==> src/rtl/enc8b10b_pkg.sv <==
// Shared 8B/10B link-layer constants: control characters and the transmit scheduler states.
package enc8b10b_pkg;

    localparam logic [7:0] K28_5 = 8'hBC;  // comma
    localparam logic [7:0] K27_7 = 8'hFB;  // start of frame
    localparam logic [7:0] K29_7 = 8'hFD;  // end of frame
    localparam logic [7:0] K30_7 = 8'hFE;  // abort

    typedef enum logic [2:0] {
        TRAIN,
        IDLE,
        DATA,
        EOF,
        ABORT
    } tx_state_e;

endpackage

==> src/rtl/comma_interval_cnt.sv <==
// Saturating count of non-comma characters since the last K28.5; flags when a comma must go out next.
module comma_interval_cnt #(
    parameter int COMMA_INTERVAL = 64
) (
    input  logic clk,
    input  logic rst,
    input  logic is_comma,
    input  logic advance,
    output logic comma_due
);

    localparam int CW = $clog2(COMMA_INTERVAL);
    localparam logic [CW-1:0] CMAX = CW'(COMMA_INTERVAL - 1);

    logic [CW-1:0] ccnt;

    always_ff @(posedge clk) begin
        if (rst) begin
            ccnt <= '0;
        end else if (advance) begin
            if (is_comma)
                ccnt <= '0;
            else if (ccnt != CMAX)
                ccnt <= ccnt + CW'(1);
        end
    end

    assign comma_due = (ccnt == CMAX);

endmodule

==> src/rtl/enc_tx_sequencer.sv <==
// Transmit scheduler ahead of the 8B/10B encoder: training, idle commas, framed payload,
// and forced periodic K28.5 for receiver comma alignment.
module enc_tx_sequencer
    import enc8b10b_pkg::*;
#(
    parameter int TRAIN_LEN      = 16,
    parameter int COMMA_INTERVAL = 64
) (
    input  logic        clk,
    input  logic        rst,
    input  logic        tx_retrain,
    input  logic [7:0]  s_data,
    input  logic        s_valid,
    input  logic        s_last,
    output logic        s_ready,
    output logic [7:0]  enc_data,
    output logic        enc_k,
    output logic        enc_valid,
    output logic        link_up,
    output logic [15:0] frame_cnt
);

    localparam int TW = (TRAIN_LEN > 1) ? $clog2(TRAIN_LEN) : 1;
    localparam logic [TW-1:0] TLAST = TW'(TRAIN_LEN - 1);

    tx_state_e     state;
    logic [TW-1:0] tcnt;
    logic          comma_due;
    logic          xfer;
    logic          sof_go;
    logic          eof_go;
    logic          emit_comma;

    assign s_ready = !rst && (state == DATA) && !comma_due && !tx_retrain;
    assign xfer    = s_valid && s_ready;
    assign sof_go  = (state == IDLE) && !tx_retrain && s_valid && !comma_due;
    assign eof_go  = (state == EOF) && !tx_retrain && !comma_due;

    // Anything that is not SOF, payload, EOF or ABORT goes out as K28.5.
    assign emit_comma = !(sof_go || xfer || eof_go || (state == ABORT));

    // A character leaves every cycle out of reset, so the counter always advances.
    comma_interval_cnt #(
        .COMMA_INTERVAL(COMMA_INTERVAL)
    ) u_ccnt (
        .clk      (clk),
        .rst      (rst),
        .is_comma (emit_comma),
        .advance  (1'b1),
        .comma_due(comma_due)
    );

    always_ff @(posedge clk) begin
        if (rst) begin
            state     <= TRAIN;
            tcnt      <= '0;
            enc_data  <= K28_5;
            enc_k     <= 1'b1;
            enc_valid <= 1'b0;
            link_up   <= 1'b0;
            frame_cnt <= '0;
        end else begin
            enc_valid <= 1'b1;
            enc_data  <= K28_5;
            enc_k     <= 1'b1;
            case (state)
                TRAIN: begin
                    if (tx_retrain) begin
                        tcnt    <= '0;
                        link_up <= 1'b0;
                    end else if (tcnt == TLAST) begin
                        tcnt    <= '0;
                        link_up <= 1'b1;
                        state   <= IDLE;
                    end else begin
                        tcnt <= tcnt + TW'(1);
                    end
                end
                IDLE: begin
                    if (tx_retrain) begin
                        tcnt    <= '0;
                        link_up <= 1'b0;
                        state   <= TRAIN;
                    end else if (sof_go) begin
                        enc_data <= K27_7;
                        state    <= DATA;
                    end
                end
                DATA: begin
                    // Retrain already masked s_ready, so a pending last byte is dropped.
                    if (tx_retrain) begin
                        state <= ABORT;
                    end else if (xfer) begin
                        enc_data <= s_data;
                        enc_k    <= 1'b0;
                        if (s_last)
                            state <= EOF;
                    end
                end
                EOF: begin
                    if (tx_retrain) begin
                        state <= ABORT;
                    end else if (eof_go) begin
                        enc_data  <= K29_7;
                        frame_cnt <= frame_cnt + 16'd1;
                        state     <= IDLE;
                    end
                end
                ABORT: begin
                    enc_data <= K30_7;
                    tcnt     <= '0;
                    link_up  <= 1'b0;
                    state    <= TRAIN;
                end
                default: begin
                    state <= TRAIN;
                end
            endcase
        end
    end

endmodule

==> config.mk <==
export PLATFORM = sky130hd
export DESIGN_NAME = enc_tx_sequencer
export DESIGN_NICKNAME = d
export VERILOG_FILES = /design/src/rtl/enc8b10b_pkg.sv /design/src/rtl/comma_interval_cnt.sv /design/src/rtl/enc_tx_sequencer.sv
export SDC_FILE = /design/constraint.sdc
export NUM_CORES = 1
export LEC_CHECK = 0
export ABC_AREA = 1
export ABC_CLOCK_PERIOD_IN_PS = 3000
export BUFFER_PORTS_ARGS = -buffer_cell sky130_fd_sc_hd__buf_4
export CORE_MARGIN = 2
export CORE_UTILIZATION = 48
export CTS_CLUSTER_DIAMETER = 120
export DETAILED_ROUTE_END_ITERATION = 16
export HOLD_SLACK_MARGIN = 0.1
export PLACE_DENSITY_LB_ADDON = 0.05
export SYNTH_ARGS = -nofsm -noshare
export SYNTH_HDL_FRONTEND = slang
export SYNTH_SLANG_ARGS = --single-unit
==> constraint.sdc <==
create_clock -name clk -period 3 [get_ports clk]
set_input_delay 0.15 -clock clk [delete_from_list [all_inputs] [get_ports clk]]
set_output_delay 0.15 -clock clk [all_outputs]
set_load 0.1 [all_outputs]
## Word level (Yosys, flattened, before mapping)

Index checks and enable logic that the tools add are counted.

| operators by class | value |
|---|---|
| add/subtract/negate cells | 3 |
| equal/unequal tests | 15 |
| muxes and demuxes | 27 |
| bitwise logic cells | 3 |
| reductions and logical operators | 23 |

Operators by type and width:

| operator | count |
|---|---|
| case mux 8 bit (4 select lines) | 1 |
| 2-to-1 mux 7 bit | 4 |
| 2-to-1 mux 3 bit | 9 |
| adder 16 x 1 -> 16 bit, second input constant | 1 |
| 2-to-1 mux 8 bit | 2 |
| inequality test 3 bit, second input constant | 5 |
| 2-to-1 mux 4 bit | 3 |
| case mux 3 bit (4 select lines) | 1 |
| case mux 4 bit (3 select lines) | 1 |
| logical AND 1 bit | 9 |
| adder 6 x 1 -> 6 bit, second input constant | 1 |
| equality test 3 x 2 -> 1 bit, second input constant | 2 |
| equality test 6 bit, second input constant | 1 |
| inequality test 2 bit, second input constant | 3 |
| inequality test 6 bit, second input constant | 1 |
| AND reduction 3 bit | 2 |
| AND reduction 6 bit | 1 |
| 2-to-1 mux 1 bit | 5 |
| adder 4 x 1 -> 4 bit, second input constant | 1 |
| equality test 4 bit, second input constant | 1 |
| equality test 3 x 1 -> 1 bit, second input constant | 1 |
| equality test 3 bit, second input constant | 1 |
| zero test 1 bit | 3 |
| zero test 3 bit | 1 |
| other kinds (7) | 11 |

| storage, ports and cells | value |
|---|---|
| bits in registers | 40 |
| bits of input ports | 13 |
| output and inout port bits | 28 |
| logic and storage cells | 79 |

## Longest topological paths before layout

Gate-level depths: netlist of the first run.

| logic depth | value |
|---|---|
| depth after elaboration | 10 |
| gate-level depth with buffers | 10 |
| depth with buffers taken out | 10 |

## By module

From an unflattened synthesis of the first run, not the netlist that was laid out.

| second synthesis, totals | value |
|---|---|
| cell total of the unflattened synthesis | 305 |
| area, all modules | 2108.3 um^2 |

Modules (own cells, without submodules):

| module | instances | cells each | area each (um^2) | sequential area each (um^2) |
|---|---|---|---|---|
| enc_tx_sequencer | 1 | 245 | 1719.1 | 680.7 |
| comma_interval_cnt | 1 | 60 | 389.1 | 120.1 |

## Worst setup path before layout of the first run

Ideal clock, no wire load.

| timing | value |
|---|---|
| kind | register -> output |
| start | reg u_ccnt.ccnt[0] |
| end | out s_ready |
| data arrival time | 2.756 ns |
| required time | 2.850 ns |
| setup slack | 0.094 ns |
| cell stages (with the launch flop) | 5 |
| path buffers | 0 |
| cell sequence | dfxtp_1 -> ha_1 -> nand2_2 -> nor2_4 -> nor3_1 |

| on the way | value |
|---|---|
| word-level cells in the longest chain between the ends | 4 |

RTL lines:

| item | RTL line | RTL |
|---|---|---|
| start: declaration | comma_interval_cnt.sv:15 | `logic [CW-1:0] ccnt;` |
| start signal: assignment | comma_interval_cnt.sv:24 | `ccnt <= ccnt + CW'(1);` |
| equality test 6 bit | comma_interval_cnt.sv:28 | `assign comma_due = (ccnt == CMAX);` |
| zero test 1 bit | enc_tx_sequencer.sv:34 | `assign s_ready = !rst && (state == DATA) && !comma_due && !tx_retrain;` |
| logical AND 1 bit (2 in series) | enc_tx_sequencer.sv:34 |  |
| end: declaration | enc_tx_sequencer.sv:15 | `output logic s_ready,` |

No other way between the ends.

## Final worst setup path of the first run

| timing | value |
|---|---|
| start | reg u_ccnt.ccnt[0] |
| end | reg u_ccnt.ccnt[2] |

| on the way | value |
|---|---|
| word-level cells in the longest chain between the ends | 10 |
| elaborated cells on any way between the ends | 14 |
| classes of those cells | add/sub (1); eq/ne (2); bitwise (1); reduce/logical (10) |

RTL lines:

| item | RTL line | RTL |
|---|---|---|
| equality test 6 bit | comma_interval_cnt.sv:28 |  |
| zero test 1 bit | enc_tx_sequencer.sv:34, enc_tx_sequencer.sv:36, enc_tx_sequencer.sv:37 |  |
| logical AND 1 bit (2 in series) | enc_tx_sequencer.sv:34 |  |
| logical AND 1 bit | enc_tx_sequencer.sv:35 | `assign xfer = s_valid && s_ready;` |
| logical OR 1 bit (3 in series) | enc_tx_sequencer.sv:40 | `assign emit_comma = !(sof_go \|\| xfer \|\| eof_go \|\| (state == ABORT));` |
| NOT 1 bit (no source line) | -- |  |
| OR reduction 2 bit (no source line) | -- |  |

Parallel ways exist; a longest one is shown, timed or not.
A chain may end at the register's enable or synchronous reset.

==> impl_metrics.ini, run 1 <==
[global_route]
grt_util_all_layers_pct = 19.1
grt_pass1_vias = 1535
grt_overflow = 0
grt_pass1_wl_mm = 6.69
grt_max_degree = 19
antenna_found_initial = 0

[synth]
synth.mux.area_fraction_pct = 0.513
synth.distinct_cells = 36
synth_area_per_cell_um2 = 7.31
ys_ff_latch = 40
yosys.area_share.simple_pct = 35.5
synth_nets = 283
synthCells = 267
ys_seq_area_share_pct = 41.0
synthXorXnorAreaFrac_pct = 3.14
synth_top_family_by_area = simple AND/OR/NAND/NOR gates
syn-cell-area_um2 = 1950
synth_warnings = 0
synth-compound-area-share_pct = 10.0
yosys.area.top_type_share_pct = 41.0
synth_top_cell_by_area = dfxtp_1
ys_top_cells_by_area = dfxtp_1 41%, nand2_1 9.2%, nor2_1 7.7%
yosys.area_share.adder_pct = 1.92

[timing]
fin_tns_setup_ps = 0
relSlewSlack_pct = 65.1
drv_slew = 0
period_share_pct = 58.2
min_period_ps = 1750
fmax_mhz = 573
setup_viol = 0
finClkSkew_ps = 6.90
hold_violations = 0
tightest_slew_ps = 519
rsz0062_at_grt = false

[cells_and_area]
fillers = 377
areaGrowthSynthToFinish_pct = 23.8
regArea_um2 = 801
num_antenna_cells = 0
final_cell_area_um2 = 2420
fin_util_pct = 61.3
drive_above_1_share_pct = 22.9
multi_input_area_um2 = 997
nNetsFinal = 329

[power_and_ir_drop]
vdd_drop_max_mv = 0.484
powerDensity_nw_per_um2 = 606
p_total_w = 0.00146
cellLeakagePower_nw = 0.997

[drt]
top_layer_used = met4
vias_per_cell = 4.97
drc_errors = 0
drt_iter0_drc = 91
antenna_left = 0
route.met2.wl_mm = 1.75
met1Wirelength_mm = 2.09
wirelength_mm = 4.12
wl_met3_um = 216
wl_per_cell_um = 11.3
dr.pass1.iters = 4
dr_total_vias = 1808

[worst_setup_path]
cp_data_required_time_ps = 3180
crit_arrival_ps = 1930
worst_setup_path_start_kind = register
r2r_slack_ps = 1250
r2r-start = u_ccnt.ccnt[0]
endpoint_kind = register
r2r_end = u_ccnt.ccnt[2]
crit_type = reg -> reg
reg2reg_depth = 10
cp_max_fo = 17
setup.worst_path.start = u_ccnt.ccnt[0]
critPathCapture = u_ccnt.ccnt[2]

[floorplan]
die_h_um = 67.8
core_um2 = 3940
fp-row-count = 23
io_pins = 41
fp.dieW_um = 67.8
initial_core_util_pct = 49.5
dieArea_um2 = 4590

[clocking]
worstSkewPairLatency_ps = 290
ctsHoldBuffers = 5
clock-root-buffer = clkbuf_8
clk_pin_slew_ps = 80
cts.htree.levels = 2
cts_tree = done
post_cts_resized = 0
cts_buffer_depth = 2
cts.sinks = 40
cts_made_buffers = 5
post-cts-setup-buffer-count = 0

[min_path]
hold-path-cell-count = 3
hold_class = in -> reg

[run_status]
status = finished, final reports clean

[flow_run]
cap_violations = 0

[place]
numPortBuffers = 40
gp_congestion = 0.857
hpwl_mm = 3.03
placed_area_um2 = 2280
-- sequential cells by signal, summed over array words and instances (netlist names) --
signal and cells:
enc_data 8, frame_cnt 16, u_ccnt.ccnt 6, link_up 1
tcnt 4, enc_k 1, state 3, enc_valid 1
-- placed cells by master, fill, tap and decap left out, drive strengths merged --
cell type    netlist  routed
xor2               3       3
o32ai              1       1
buf                5      40
nor3b              2       2
clkbuf             1       5
o21ai             17      17
mux2i              1       1
nor4               1       1
ha                 3       3
a21oi             13      13
a31oi              2       2
nor3              10      10
and3               1       1
inv               30      30
or2                4       4
nor2              47      47
clkinv             1       4
dlygate4sd3        0       5
nand3             24      24
nand2             53      53
dfxtp             40      40
a211oi             2       2
nand4              1       1
xnor2              4       4
nand3b             1       1
-- worst max-delay path: stages (launching register included) --
cell and delay [ps]:
dfxtp_1 370, ha_1 210, nand2_2 100, inv_1 80, nand3_1 110, nand2_4 220, clkinv_2 160, nor2_2 140
nand2_1 70, nand2_2 110, nor2_1 60
-- Yosys cell counts (all sizes together) --
master and instances:
mux2i 1, nand3b 1, nor3b 2, ha 3, a211oi 2, nand2 53, clkinv 1, dfxtp 40
or2 4, nor3 10, a21oi 13, nand3 24, a31oi 2, inv 30, nor4 1, and3 1
clkbuf 1, nand4 1, nor2 47, buf 5, o32ai 1, xor2 3, xnor2 4, o21ai 17
-- cell families (layout without fill, tap and decap cells) --
logic type	Yosys count	in the layout
and+or+nand+nor	144	144
adders and majority gates	3	3
muxes	1	1
DFF	40	40
AOI/OAI and AO/OA	35	35
xor gates and xnor gates	7	7
buffers and inverters	37	84
-- worst min path at each step --
stage / startpoint / to / slack (ps)
3_3_place_gp: s_data[7] / enc_data[7] / 340
6_report: s_data[1] / enc_data[1] / 120
2_1_floorplan: s_data[3] / enc_data[3] / 260
5_1_grt: s_data[1] / enc_data[1] / 130
4_1_cts: s_data[1] / enc_data[1] / 120
3_5_place_dp: s_data[3] / enc_data[3] / 340
-- report_power, final --
part           internal [W]  total, W  switching [W]
Sequential         0.000578  0.000628      0.0000498
Clock              0.000162  0.000358       0.000195
Combinational      0.000140  0.000478       0.000338
-- per-layer routing --
layer | up-vias | global-route usage, %
li1 | 952 | -
met1 | 812 | 26.7
met2 | 38 | 28.4
met3 | 6 | 5.67
met4 | 0 | 6.00
met5 | - | 0
-- final cells by class --
type                    count  area share (%)
clock buffers               5            2.85
repair buffers             45            14.5
well taps                  50            2.59
inverters                  31            4.87
multi-input cells         190            41.3
clock inverters             3           0.777
flip-flops and latches     40            33.1
-- stage by stage --
| stage | std cells | setup WS, ps | hold slack (ps) |
|---|---|---|---|
| floorplan | 267 | 94.2 | 257 |
| global placement | 351 | 1310 | 337 |
| detailed placement | 351 | 1260 | 341 |
| CTS | 364 | 1240 | 119 |
| global route | 364 | 1050 | 127 |
| finish | 364 | 1250 | 121 |
Note: power is estimated with default switching activity, not from simulation.
==> inputs of run 2 (changes only) <==
Settings changed: ABC_AREA 1 to 0, ABC_CLOCK_PERIOD_IN_PS 3000 to 1600.
Clock period 3 ns to 1.6 ns, I/O delays scaled along.
==> run 2 against run 1 <==
Net effect:
- the run now ends with setup timing left
- non-clock buffer count rose by 17
- power increased by 23%
- critical path depth shrank 4
- clock power up 96%
- fmax rose by 8.6%
- count of clock-buffer cells in the layout is 3 higher
- register-to-register slack got worse by 1300 ps
- sequential cell count stayed put
- synthesized area shrank 5.5%
- clock skew decreased by 2.5 ps
- via count is 2.3% higher
- die area down 5.2%
- critical path type unchanged
- highest routed layer unchanged
==> impl_metrics.ini, run 2 <==
[run_status]
status = finished with violations
violations = setup timing

[cells_and_area]
top_regs = frame_cnt x16, enc_data x8, u_ccnt.ccnt x6
num_antenna_cells = 0
regArea_um2 = 858
regMostFlops = frame_cnt
areaGrowthSynthToFinish_pct = 44.6
drive_above_1_share_pct = 40.5
mostFrequentLayoutCell = buf_4
layout_common_cells = 52 x buf_4, 20 x dfxtp_1, 18 x a21oi_1
fillers = 292
nNetsFinal = 284
fin_util_pct = 72.3
multi_input_area_um2 = 1140
largest_reg_flops = 16
final_cell_area_um2 = 2670

[floorplan]
io_pins = 41
fp.dieW_um = 66.0
die_h_um = 66.0
dieArea_um2 = 4350
initial_core_util_pct = 50.0
fp-row-count = 22
core_um2 = 3690

[timing]
hold_violations = 0
relSlewSlack_pct = 75.7
fin_tns_setup_ps = -7.77
rsz0062_at_grt = true
finalWorstSetupSlack_ps = -7.77
period_share_pct = 100
drv_slew = 0
finClkSkew_ps = 4.41
tightest_slew_ps = 364
setup_viol = 1
fmax_mhz = 622
min_period_ps = 1610

[min_path]
hold_path.startpoint = tx_retrain
hold_end = state[2]
hold_class = in -> reg
hold-path-cell-count = 2

[flow_run]
cap_violations = 0

[synth]
async_flop_share_pct = 0
synth-compound-area-share_pct = 20.7
ys_seq_area_share_pct = 43.4
ys_ff_latch = 40
synth_top_cell_by_area = dfxtp_1
yosys.area.top_type_share_pct = 43.4
synth_area_per_cell_um2 = 8.82
synth_nets = 225
synthXorXnorAreaFrac_pct = 1.90
synth_warnings = 0
synth.mux.area_fraction_pct = 1.09
ys_top_cells_by_area = dfxtp_1 43%, a21oi_1 6.0%, nand2_1 3.3%
synth_top_family_by_area = simple AND/OR/NAND/NOR gates
synth_edf_count = 0
yosys.area_share.simple_pct = 26.5
synthCells = 209
yosys.area_share.adder_pct = 2.04
synth.distinct_cells = 50
ys.flop_type = dfxtp_1
synthTopCellsByCount = 40 x dfxtp_1, 22 x a21oi_1, 16 x nand2_1
synth.most_common_cell = dfxtp_1
syn-cell-area_um2 = 1840

[worst_setup_path]
r2r_end = frame_cnt[9]
cp_data_required_time_ps = 1820
endpoint_kind = register
crit_arrival_ps = 1820
r2r_slack_ps = -8
worst_setup_path_start_kind = register
reg2reg_depth = 6
cp_max_fo = 12
r2r-start = u_ccnt.ccnt[0]
critPathMaxStageDelay_ps = 510
cp_cell_sequence = ha_4, nand2_8, o21ai_4, buf_12, or4_1, a21oi_1
cpMaxStageDelayCell = or4_1
crit_type = reg -> reg

[global_route]
grt_util_all_layers_pct = 21.4
grt_pass1_vias = 1651
met3_usage_pct = 5.79
use_met2_pct = 36.9
grt.busiest_layer = met2
met1_usage_pct = 26.6
grt_max_degree = 29
antenna_found_initial = 0
grt_pass1_wl_mm = 7.27
grt_overflow = 0

[place]
placed_area_um2 = 2290
numPortBuffers = 40
gp_congestion = 0.788
hpwl_mm = 2.91

[clocking]
cts_made_buffers = 5
clock-root-buffer = clkbuf_8
cts.htree.levels = 2
cts.sinks = 40
worstSkewPairLatency_ps = 290
cts_buffer_depth = 2
clk_pin_slew_ps = 80
cts_tree = done

[power_and_ir_drop]
powerDensity_nw_per_um2 = 673
cellLeakagePower_nw = 0.987
vdd_drop_max_mv = 0.591

[drt]
drc_errors = 0
wirelength_mm = 4.91
antenna_left = 0
drt_iter0_drc = 160
dr.pass1.iters = 4
vias_per_cell = 5.83
dr_total_vias = 1849
wl_per_cell_um = 15.5
## run 2: logic make-up (layout without fill, tap and decap cells)
family | after synthesis | after routing
AOI/OAI and AO/OA | 59 | 60
xor gates and xnor gates | 4 | 4
adders and majority gates | 3 | 3
buffers and inverters | 15 | 73
DFF | 40 | 40
muxes | 2 | 2
and+or+nand+nor | 86 | 87
## run 2: critical path, delay by kind of cell (launching register included)
kind,cells,cell delay [ps]
adder cells (fa/ha/maj),1,190
AND/OR/NAND/NOR,2,600
AO/OA/AOI/OAI,2,230
flip-flops,1,360
buffers and inverters,1,160
## run 2: routing by layer
| metal | up-vias | routed length [µm] |
|---|---|---|
| li1 | 898 | - |
| met1 | 866 | 2110 |
| met2 | 73 | 2420 |
| met3 | 12 | 273 |
| met4 | 0 | 97 |
| met5 | - | 0 |
## run 2: worst max-delay path by stage
stage | startpoint | end | depth (start not counted)
6_report | u_ccnt.ccnt[0] | frame_cnt[9] | 6
5_1_grt | u_ccnt.ccnt[0] | frame_cnt[9] | 6
4_1_cts | u_ccnt.ccnt[0] | frame_cnt[10] | 5
3_5_place_dp | u_ccnt.ccnt[0] | frame_cnt[10] | 5
3_3_place_gp | u_ccnt.ccnt[0] | frame_cnt[10] | 5
2_1_floorplan | frame_cnt[2] | frame_cnt[7] | 5
## run 2: report_power, final
group	switching (W)	internal, W	total (W)	leakage (nW)
Clock	0.000350	0.000352	0.000702	0.0455
Combinational	0.0000584	0.0000524	0.000111	0.604
Sequential	0.00000486	0.000978	0.000982	0.337
## run 2: cell type report
class / instances / share of cell area (%)
multi-input combinational: 156 / 42.6
timing repair buffer: 62 / 19.1
clock buffer: 8 / 3.38
tap: 48 / 2.25
sequential: 40 / 32.2
inverter: 3 / 0.422
## run 2: what timing repair did
action | 4_1_cts | 5_1_grt
hold buffers | 8 | 0
buffers inserted | 1 | 5
resized for setup | 4 | 26
pin swaps | 1 | 7
endpoints found under the setup margin | 5 | 20
hold endpoints to repair | 8 | 0
gates cloned | 0 | 2
## run 2: through the flow
stage               hold WS (ps)  power (W)  setup slack [ps]  cells
finish                       140    0.00179             -7.77    317
global route                 145    0.00186             -62.4    317
CTS                          101    0.00179             -46.0    310
detailed placement           271    0.00109             -20.5    293
global placement             263    0.00109              46.9    293
floorplan                    181    0.00106             -42.6    209
